File: src/rtl/commit_writeback_sequencer_if.sv
// Commit-in / regfile-write-out bundle for commit_writeback_sequencer.
// The master side is the ROB plus regfile; the slave side is the sequencer.
interface commit_writeback_sequencer_if #(
   parameter int REG_W  = 5,
   parameter int ROB_W  = 4,
   parameter int DATA_W = 32
);
   logic              in_commit_valid;
   logic [REG_W-1:0]  in_commit_reg;
   logic [ROB_W-1:0]  in_commit_tag;
   logic [DATA_W-1:0] in_commit_value;
   logic              out_commit_ready;
   logic              in_rollback;
   logic              in_rf_ena;
   logic [REG_W-1:0]  out_rf_reg_index;
   logic [ROB_W-1:0]  out_rf_rob_tag;
   logic [DATA_W-1:0] out_rf_value;
   logic              out_rf_rollback;
   logic              out_stall;
   logic [31:0]       out_retired_cnt;

   modport master (
      output in_commit_valid, in_commit_reg, in_commit_tag, in_commit_value,
      output in_rollback, in_rf_ena,
      input  out_commit_ready, out_rf_reg_index, out_rf_rob_tag, out_rf_value,
      input  out_rf_rollback, out_stall, out_retired_cnt
   );

   modport slave (
      input  in_commit_valid, in_commit_reg, in_commit_tag, in_commit_value,
      input  in_rollback, in_rf_ena,
      output out_commit_ready, out_rf_reg_index, out_rf_rob_tag, out_rf_value,
      output out_rf_rollback, out_stall, out_retired_cnt
   );
endinterface

File: src/rtl/commit_writeback_sequencer.sv
// Buffers ROB commits and serialises them onto the single regfile write port,
// holding a rollback until older commits are written. Define COMMIT_BYPASS_EN for 0-cycle bypass.
module commit_writeback_sequencer #(
   parameter int FIFO_DEPTH = 4,
   parameter int REG_W      = 5,
   parameter int ROB_W      = 4,
   parameter int DATA_W     = 32
) (
   input logic clk,
   input logic rst,
   commit_writeback_sequencer_if.slave bus
);
   localparam int PTR_W = (FIFO_DEPTH > 1) ? $clog2(FIFO_DEPTH) : 1;
   localparam int CNT_W = PTR_W + 1;
   localparam logic [CNT_W-1:0] DEPTH_C = CNT_W'(FIFO_DEPTH);

   typedef enum logic [1:0] {RUN, DRAIN, ROLL} state_t;

   state_t            state, state_next;
   logic [PTR_W-1:0]  rd_ptr, wr_ptr;
   logic [CNT_W-1:0]  count, count_next;
   logic [31:0]       retired_cnt;

   logic [REG_W-1:0]  fifo_reg   [FIFO_DEPTH];
   logic [ROB_W-1:0]  fifo_tag   [FIFO_DEPTH];
   logic [DATA_W-1:0] fifo_value [FIFO_DEPTH];

   logic              ready, accept, push, pop, bypass_take, retire;
   logic [REG_W-1:0]  drive_reg;
   logic [ROB_W-1:0]  drive_tag;
   logic [DATA_W-1:0] drive_value;

   always_comb begin
      state_next  = state;
      drive_reg   = '0;
      drive_tag   = '0;
      drive_value = '0;
      bypass_take = 1'b0;

      ready  = (state == RUN) && (count < DEPTH_C);
      accept = bus.in_commit_valid && ready;

      if (state != ROLL && count != '0) begin
         drive_reg   = fifo_reg[rd_ptr];
         drive_tag   = fifo_tag[rd_ptr];
         drive_value = fifo_value[rd_ptr];
      end
`ifdef COMMIT_BYPASS_EN
      // Empty buffer in RUN: present the incoming commit straight to the regfile.
      else if (state == RUN && count == '0 && bus.in_commit_valid) begin
         drive_reg   = bus.in_commit_reg;
         drive_tag   = bus.in_commit_tag;
         drive_value = bus.in_commit_value;
         bypass_take = bus.in_rf_ena;
      end
`endif

      pop    = (count != '0) && bus.in_rf_ena;
      push   = accept && !bypass_take;
      retire = pop || bypass_take;

      count_next = count;
      if (push && !pop)
         count_next = count + CNT_W'(1);
      else if (pop && !push)
         count_next = count - CNT_W'(1);

      case (state)
         RUN:     if (bus.in_rollback) state_next = DRAIN;
         // Commits accepted before the rollback must all reach the regfile first.
         DRAIN:   if (count_next == '0) state_next = ROLL;
         ROLL:    state_next = RUN;
         default: state_next = RUN;
      endcase
   end

   always_ff @(posedge clk or posedge rst) begin
      if (rst) begin
         state       <= RUN;
         rd_ptr      <= '0;
         wr_ptr      <= '0;
         count       <= '0;
         retired_cnt <= '0;
      end else begin
         state <= state_next;
         count <= count_next;
         if (push)   wr_ptr      <= wr_ptr + PTR_W'(1);
         if (pop)    rd_ptr      <= rd_ptr + PTR_W'(1);
         if (retire) retired_cnt <= retired_cnt + 32'd1;
      end
   end

   // Buffer storage carries no reset; validity is tracked by count alone.
   always_ff @(posedge clk) begin
      if (push) begin
         fifo_reg[wr_ptr]   <= bus.in_commit_reg;
         fifo_tag[wr_ptr]   <= bus.in_commit_tag;
         fifo_value[wr_ptr] <= bus.in_commit_value;
      end
   end

   assign bus.out_commit_ready = ready;
   assign bus.out_rf_reg_index = drive_reg;
   assign bus.out_rf_rob_tag   = drive_tag;
   assign bus.out_rf_value     = drive_value;
   assign bus.out_rf_rollback  = (state == ROLL);
   assign bus.out_stall        = (state != RUN);
   assign bus.out_retired_cnt  = retired_cnt;
endmodule

File: src/flat_wrapper.sv
// flat-port wrapper written by rule: the top's interface ports become plain ports
module commit_writeback_sequencer_flat 
#(
   parameter int FIFO_DEPTH = 4,
   parameter int REG_W      = 5,
   parameter int ROB_W      = 4,
   parameter int DATA_W     = 32
)
  (clk, rst, bus_in_commit_valid, bus_in_commit_reg, bus_in_commit_tag, bus_in_commit_value, bus_in_rollback, bus_in_rf_ena, bus_out_commit_ready, bus_out_rf_reg_index, bus_out_rf_rob_tag, bus_out_rf_value, bus_out_rf_rollback, bus_out_stall, bus_out_retired_cnt);
  commit_writeback_sequencer_if #(.REG_W(REG_W), .ROB_W(ROB_W), .DATA_W(DATA_W)) bus_i ();
  input logic clk;
  input logic rst;
  input wire logic [$bits(bus_i.in_commit_valid)-1:0] bus_in_commit_valid;
  input wire logic [$bits(bus_i.in_commit_reg)-1:0] bus_in_commit_reg;
  input wire logic [$bits(bus_i.in_commit_tag)-1:0] bus_in_commit_tag;
  input wire logic [$bits(bus_i.in_commit_value)-1:0] bus_in_commit_value;
  input wire logic [$bits(bus_i.in_rollback)-1:0] bus_in_rollback;
  input wire logic [$bits(bus_i.in_rf_ena)-1:0] bus_in_rf_ena;
  output wire logic [$bits(bus_i.out_commit_ready)-1:0] bus_out_commit_ready;
  output wire logic [$bits(bus_i.out_rf_reg_index)-1:0] bus_out_rf_reg_index;
  output wire logic [$bits(bus_i.out_rf_rob_tag)-1:0] bus_out_rf_rob_tag;
  output wire logic [$bits(bus_i.out_rf_value)-1:0] bus_out_rf_value;
  output wire logic [$bits(bus_i.out_rf_rollback)-1:0] bus_out_rf_rollback;
  output wire logic [$bits(bus_i.out_stall)-1:0] bus_out_stall;
  output wire logic [$bits(bus_i.out_retired_cnt)-1:0] bus_out_retired_cnt;
  assign bus_i.in_commit_valid = bus_in_commit_valid;
  assign bus_i.in_commit_reg = bus_in_commit_reg;
  assign bus_i.in_commit_tag = bus_in_commit_tag;
  assign bus_i.in_commit_value = bus_in_commit_value;
  assign bus_i.in_rollback = bus_in_rollback;
  assign bus_i.in_rf_ena = bus_in_rf_ena;
  assign bus_out_commit_ready = bus_i.out_commit_ready;
  assign bus_out_rf_reg_index = bus_i.out_rf_reg_index;
  assign bus_out_rf_rob_tag = bus_i.out_rf_rob_tag;
  assign bus_out_rf_value = bus_i.out_rf_value;
  assign bus_out_rf_rollback = bus_i.out_rf_rollback;
  assign bus_out_stall = bus_i.out_stall;
  assign bus_out_retired_cnt = bus_i.out_retired_cnt;
  commit_writeback_sequencer #(.FIFO_DEPTH(FIFO_DEPTH), .REG_W(REG_W), .ROB_W(ROB_W), .DATA_W(DATA_W)) u_core (.clk(clk), .rst(rst), .bus(bus_i));
endmodule
File: config.mk
export PLATFORM = sky130hd
export DESIGN_NAME = commit_writeback_sequencer_flat
export DESIGN_NICKNAME = d
export VERILOG_FILES = /design/src/rtl/commit_writeback_sequencer_if.sv /design/src/rtl/commit_writeback_sequencer.sv /design/src/flat_wrapper.sv
export SDC_FILE = /design/constraint.sdc
export NUM_CORES = 1
export LEC_CHECK = 0
export ABC_AREA = 0
export CAP_MARGIN = 25
export CORE_MARGIN = 2
export CORE_UTILIZATION = 55
export CTS_BUF_LIST = sky130_fd_sc_hd__clkbuf_4
export DETAILED_ROUTE_END_ITERATION = 8
export PLACE_DENSITY = 0.86
export SYNTH_ARGS = -nofsm -noshare
export SYNTH_HDL_FRONTEND = slang
export SYNTH_SLANG_ARGS = --single-unit
File: constraint.sdc
create_clock -name clk -period 3.1 [get_ports clk]
set_input_delay 0.93 -clock clk [delete_from_list [all_inputs] [get_ports clk]]
set_output_delay 0.93 -clock clk [all_outputs]
set_load 0.05 [all_outputs]
==> key figures <==
Yosys
  • Yosys reg bits: 205
  • Post-Synthesis Cells: approximately 440
  • Ys async rst share: around 20%
  • Ys flop type: edfxtp_1
  • Syn Nets: between 400 and 500
  • Register area share after synthesis: 72.8%
  • Yosys warns: 0
  • Mean post-synth cell area: 18.6 µm²
  • Post-synth EDFFs: 164
  • Library cells used by synthesis: 36
  • Netlist area before placement: roughly 8200 µm²

Worst hold path
  • Min-delay worst type: register to register
  • Min-delay src: u_core.bus.out_retired_cnt[31]
  • Worst hold stages: 1
  • Worst Hold Path EP: u_core.bus.out_retired_cnt[31]

Global routing
  • Largest net degree at the start of global routing: 42
  • Global-route wire length before repair: approximately 29000 µm
  • Gr usage total: 23.8%
  • Antenna violations before repair: 1
  • Vias in the first global route: 5190
  • Overflow after GRT: 0

Setup path
  • Reg2reg end: u_core.state[0]
  • Slowest stage cell, crit path: dfrtp_4
  • Crit path max-delay family: buffers and inverters
  • Critical path cell sequence: buf_6 > buf_8 > buf_16 > mux4_2 > nor2b_4 > buf_6
  • CP max FO: 5
  • R2R Path Start: u_core.count[0]
  • WS Path Type: register to output pin
  • Worst path arrival time: 2.25 ns
  • Crit. End Element: output pin
  • R2R setup slack: 0.83 ns
  • CP startpoint kind: register
  • Worst setup startpoint: u_core.rd_ptr[0]
  • Critical path depth in cells: 6
  • CP max stage delay: 0.50 ns
  • CP required: around 2.2 ns
  • Reg2Reg Depth: 7
  • Buf+Inv Stages, Crit Path: 4
  • Cell mode on critical path: buf_6

Timing
  • Final slew viol count: 0
  • Fin crit period: 3.18 ns
  • Max Clock Skew: 0.0332 ns
  • Max Fclk: 0.315 GHz
  • Slew HR: between 60% and 70%
  • Final critical-path setup slack: -0.0781 ns
  • Finish-stage setup viols: 14
  • Setup TNS: -0.652 ns
  • Hold WS: 0.481 ns
  • Slew @ Worst Pin: 0.527 ns
  • Final Hold Fails: 0
  • Tcrit/Tclk final: 103%
  • RSZ-0062 raised after global routing: true

Layout
  • Final net count: slightly below 700
  • Area Overhead vs Synth: 36.9%
  • Largest register FFs: 128
  • Final Cell Area: about 11000 µm²
  • Layout fillers: approximately 770
  • Post-layout util: 77.1%
  • Layout cells sized above 1: 39.2%

Drt
  • ANT nets after route: 0
  • DR vias/cell: 5.67
  • DR vias: 4907
  • Routed length per instance: around 22 µm
  • Final wirelength: approximately 19000 µm
  • Residual DRC: 0
  • DR iter-0 viols: 417
  • First-pass DRT Iterations: 4

Clocking
  • H-tree Lvls: 2
  • Sinks on Clock Net: 205
  • Clock buffer depth: 3
  • Clk slew on worst S/H paths: roughly 0.070 ns
  • Num CTS Buffers: 51
  • TritonCTS clock tree: done
  • Root buffer cell: clkbuf_4
  • Clk Latency, worst-skew pair: 0.65 ns

Die
  • Die width: 126 µm
  • Core Box Area: roughly 15000 µm²
  • # IOs: around 120
  • Starting Density: a little under three fifths
  • Die H: 126 µm
  • Die footprint: 15900 µm²
  • Row cnt: 44

Place
  • DP Wirelength: about 10000 µm
  • IO buf count: around 120
  • Final GP Congestion: 0.734
  • DP Area: around 9700 µm²
  • Place WS: 0.226 ns

Status
  • Outcome: finished, violations left
  • Failing checks: setup timing

Flow run
  • Max cap viols: 0

Pwr
  • Power Density: 1080 nW/µm²
  • Lkg Pwr: ~4.3 nW
  • VDD IR-drop max: around 0.00064 V
## routing by layer
metal	vias to the layer above	global-route usage (%)	wire length [µm]	share of wire, %
met2	228	40.4	10400	53
met5	-	0	0	0
met3	36	5.52	1330	6.8
met1	2512	29.3	7210	37
met4	0	10.7	510	2.6
li1	2131	-	-	-
## worst reg2reg max path, delay by kind of cell, from the launching register on
kind	cells	cell delay, ns
buffers and inverters	1	0.11
AO/OA/AOI/OAI	2	0.47
multiplexers	1	0.33
adder cells (fa/ha/maj)	1	0.19
flip-flops	1	0.42
AND/OR/NAND/NOR	2	0.63
## through the flow
step | power (W) | cells
after floorplan | 0.00667 | 439
after global placement | 0.00802 | 742
after detailed placement | 0.00810 | 742
after CTS | 0.0116 | 855
after global routing | 0.0126 | 866
final | 0.0121 | 866
## worst max-delay path by stage
stage | end
floorplan | u_core.fifo_reg[0][0]
global placement | bus_out_rf_value[15]
detailed placement | u_core.state[0]
CTS | bus_out_rf_value[5]
global route | bus_out_rf_value[10]
finish | bus_out_rf_value[15]
## cells in the final DEF, fill, tap and decap left out, types with 2 or more instances in the layout
master           count
nor2b_4             38
buf_12              14
and2_2               4
inv_1                7
nand2_1             17
buf_6               37
clkbuf_4            83
diode_2              3
buf_8                9
clkinv_1            10
dfrtp_4              2
dfrtp_1             39
ha_1                 7
o21ai_0              3
buf_16               2
nor2b_1              3
nor3_2               2
o21ai_4              2
mux4_2              41
xnor2_1             30
buf_4               16
nor2_1               9
clkdlybuf4s50_1     77
nand3_1             14
and4_1               2
a32oi_1              2
and3_1               8
xor2_1               5
edfxtp_1           164
nand4_1              6
dlygate4sd2_1        3
## timing repair
item	4_1_cts	5_1_grt
hold buffers	0	0
resized for setup	107	46
cloned	5	1
setup buffers	14	11
pin swaps	0	1
endpoints found under the setup margin	42	41
## cell type report
type / count / area [µm²] / share of cell area (%)
diodes: 3 / 7.51 / 0.0670
well taps: 184 / 230 / 2.06
clock buffers: 83 / 623 / 5.56
multi-input cells: 212 / 2470 / 22.1
flip-flops and latches: 205 / 5960 / 53.2
repair buffers: 159 / 1830 / 16.3
inverters: 8 / 30.0 / 0.268
clock inverters: 12 / 50.0 / 0.447
## Yosys cell counts (2+ instances only)
| library cell | n | area share, % |
|---|---|---|
| a32oi_1 | 2 | 0.21 |
| and2_1 | 5 | 0.38 |
| and3_1 | 8 | 0.61 |
| and4_1 | 2 | 0.21 |
| buf_2 | 6 | 0.37 |
| clkbuf_1 | 9 | 0.41 |
| dfrtp_1 | 41 | 13 |
| edfxtp_1 | 164 | 60 |
| ha_1 | 8 | 1.2 |
| inv_1 | 8 | 0.37 |
| mux4_2 | 41 | 11 |
| nand2_1 | 17 | 0.78 |
| nand3_1 | 14 | 0.86 |
| nand4_1 | 6 | 0.46 |
| nor2_1 | 9 | 0.41 |
| nor2b_1 | 42 | 3.2 |
| nor3_2 | 2 | 0.24 |
| o21ai_0 | 4 | 0.24 |
| xnor2_1 | 30 | 3.2 |
| xor2_1 | 5 | 0.54 |
## logic make-up after synthesis
| kind of cell | share of synthesized area, % |
|---|---|
| AO/OA/AOI/OAI | 0.627 |
| XOR/XNOR | 3.75 |
| adder cells (fa/ha/maj) | 1.22 |
| buffers and inverters | 1.15 |
| flip-flops | 72.8 |
| multiplexers | 11.5 |
| AND/OR/NAND/NOR | 8.95 |
## power breakdown
part           internal, W  switching [W]  total (W)
clock              0.00121        0.00108    0.00229
combinational      0.00280        0.00358    0.00638
sequential         0.00328       0.000179    0.00345
No activity file was read; power rests on OpenSTA's default activity.
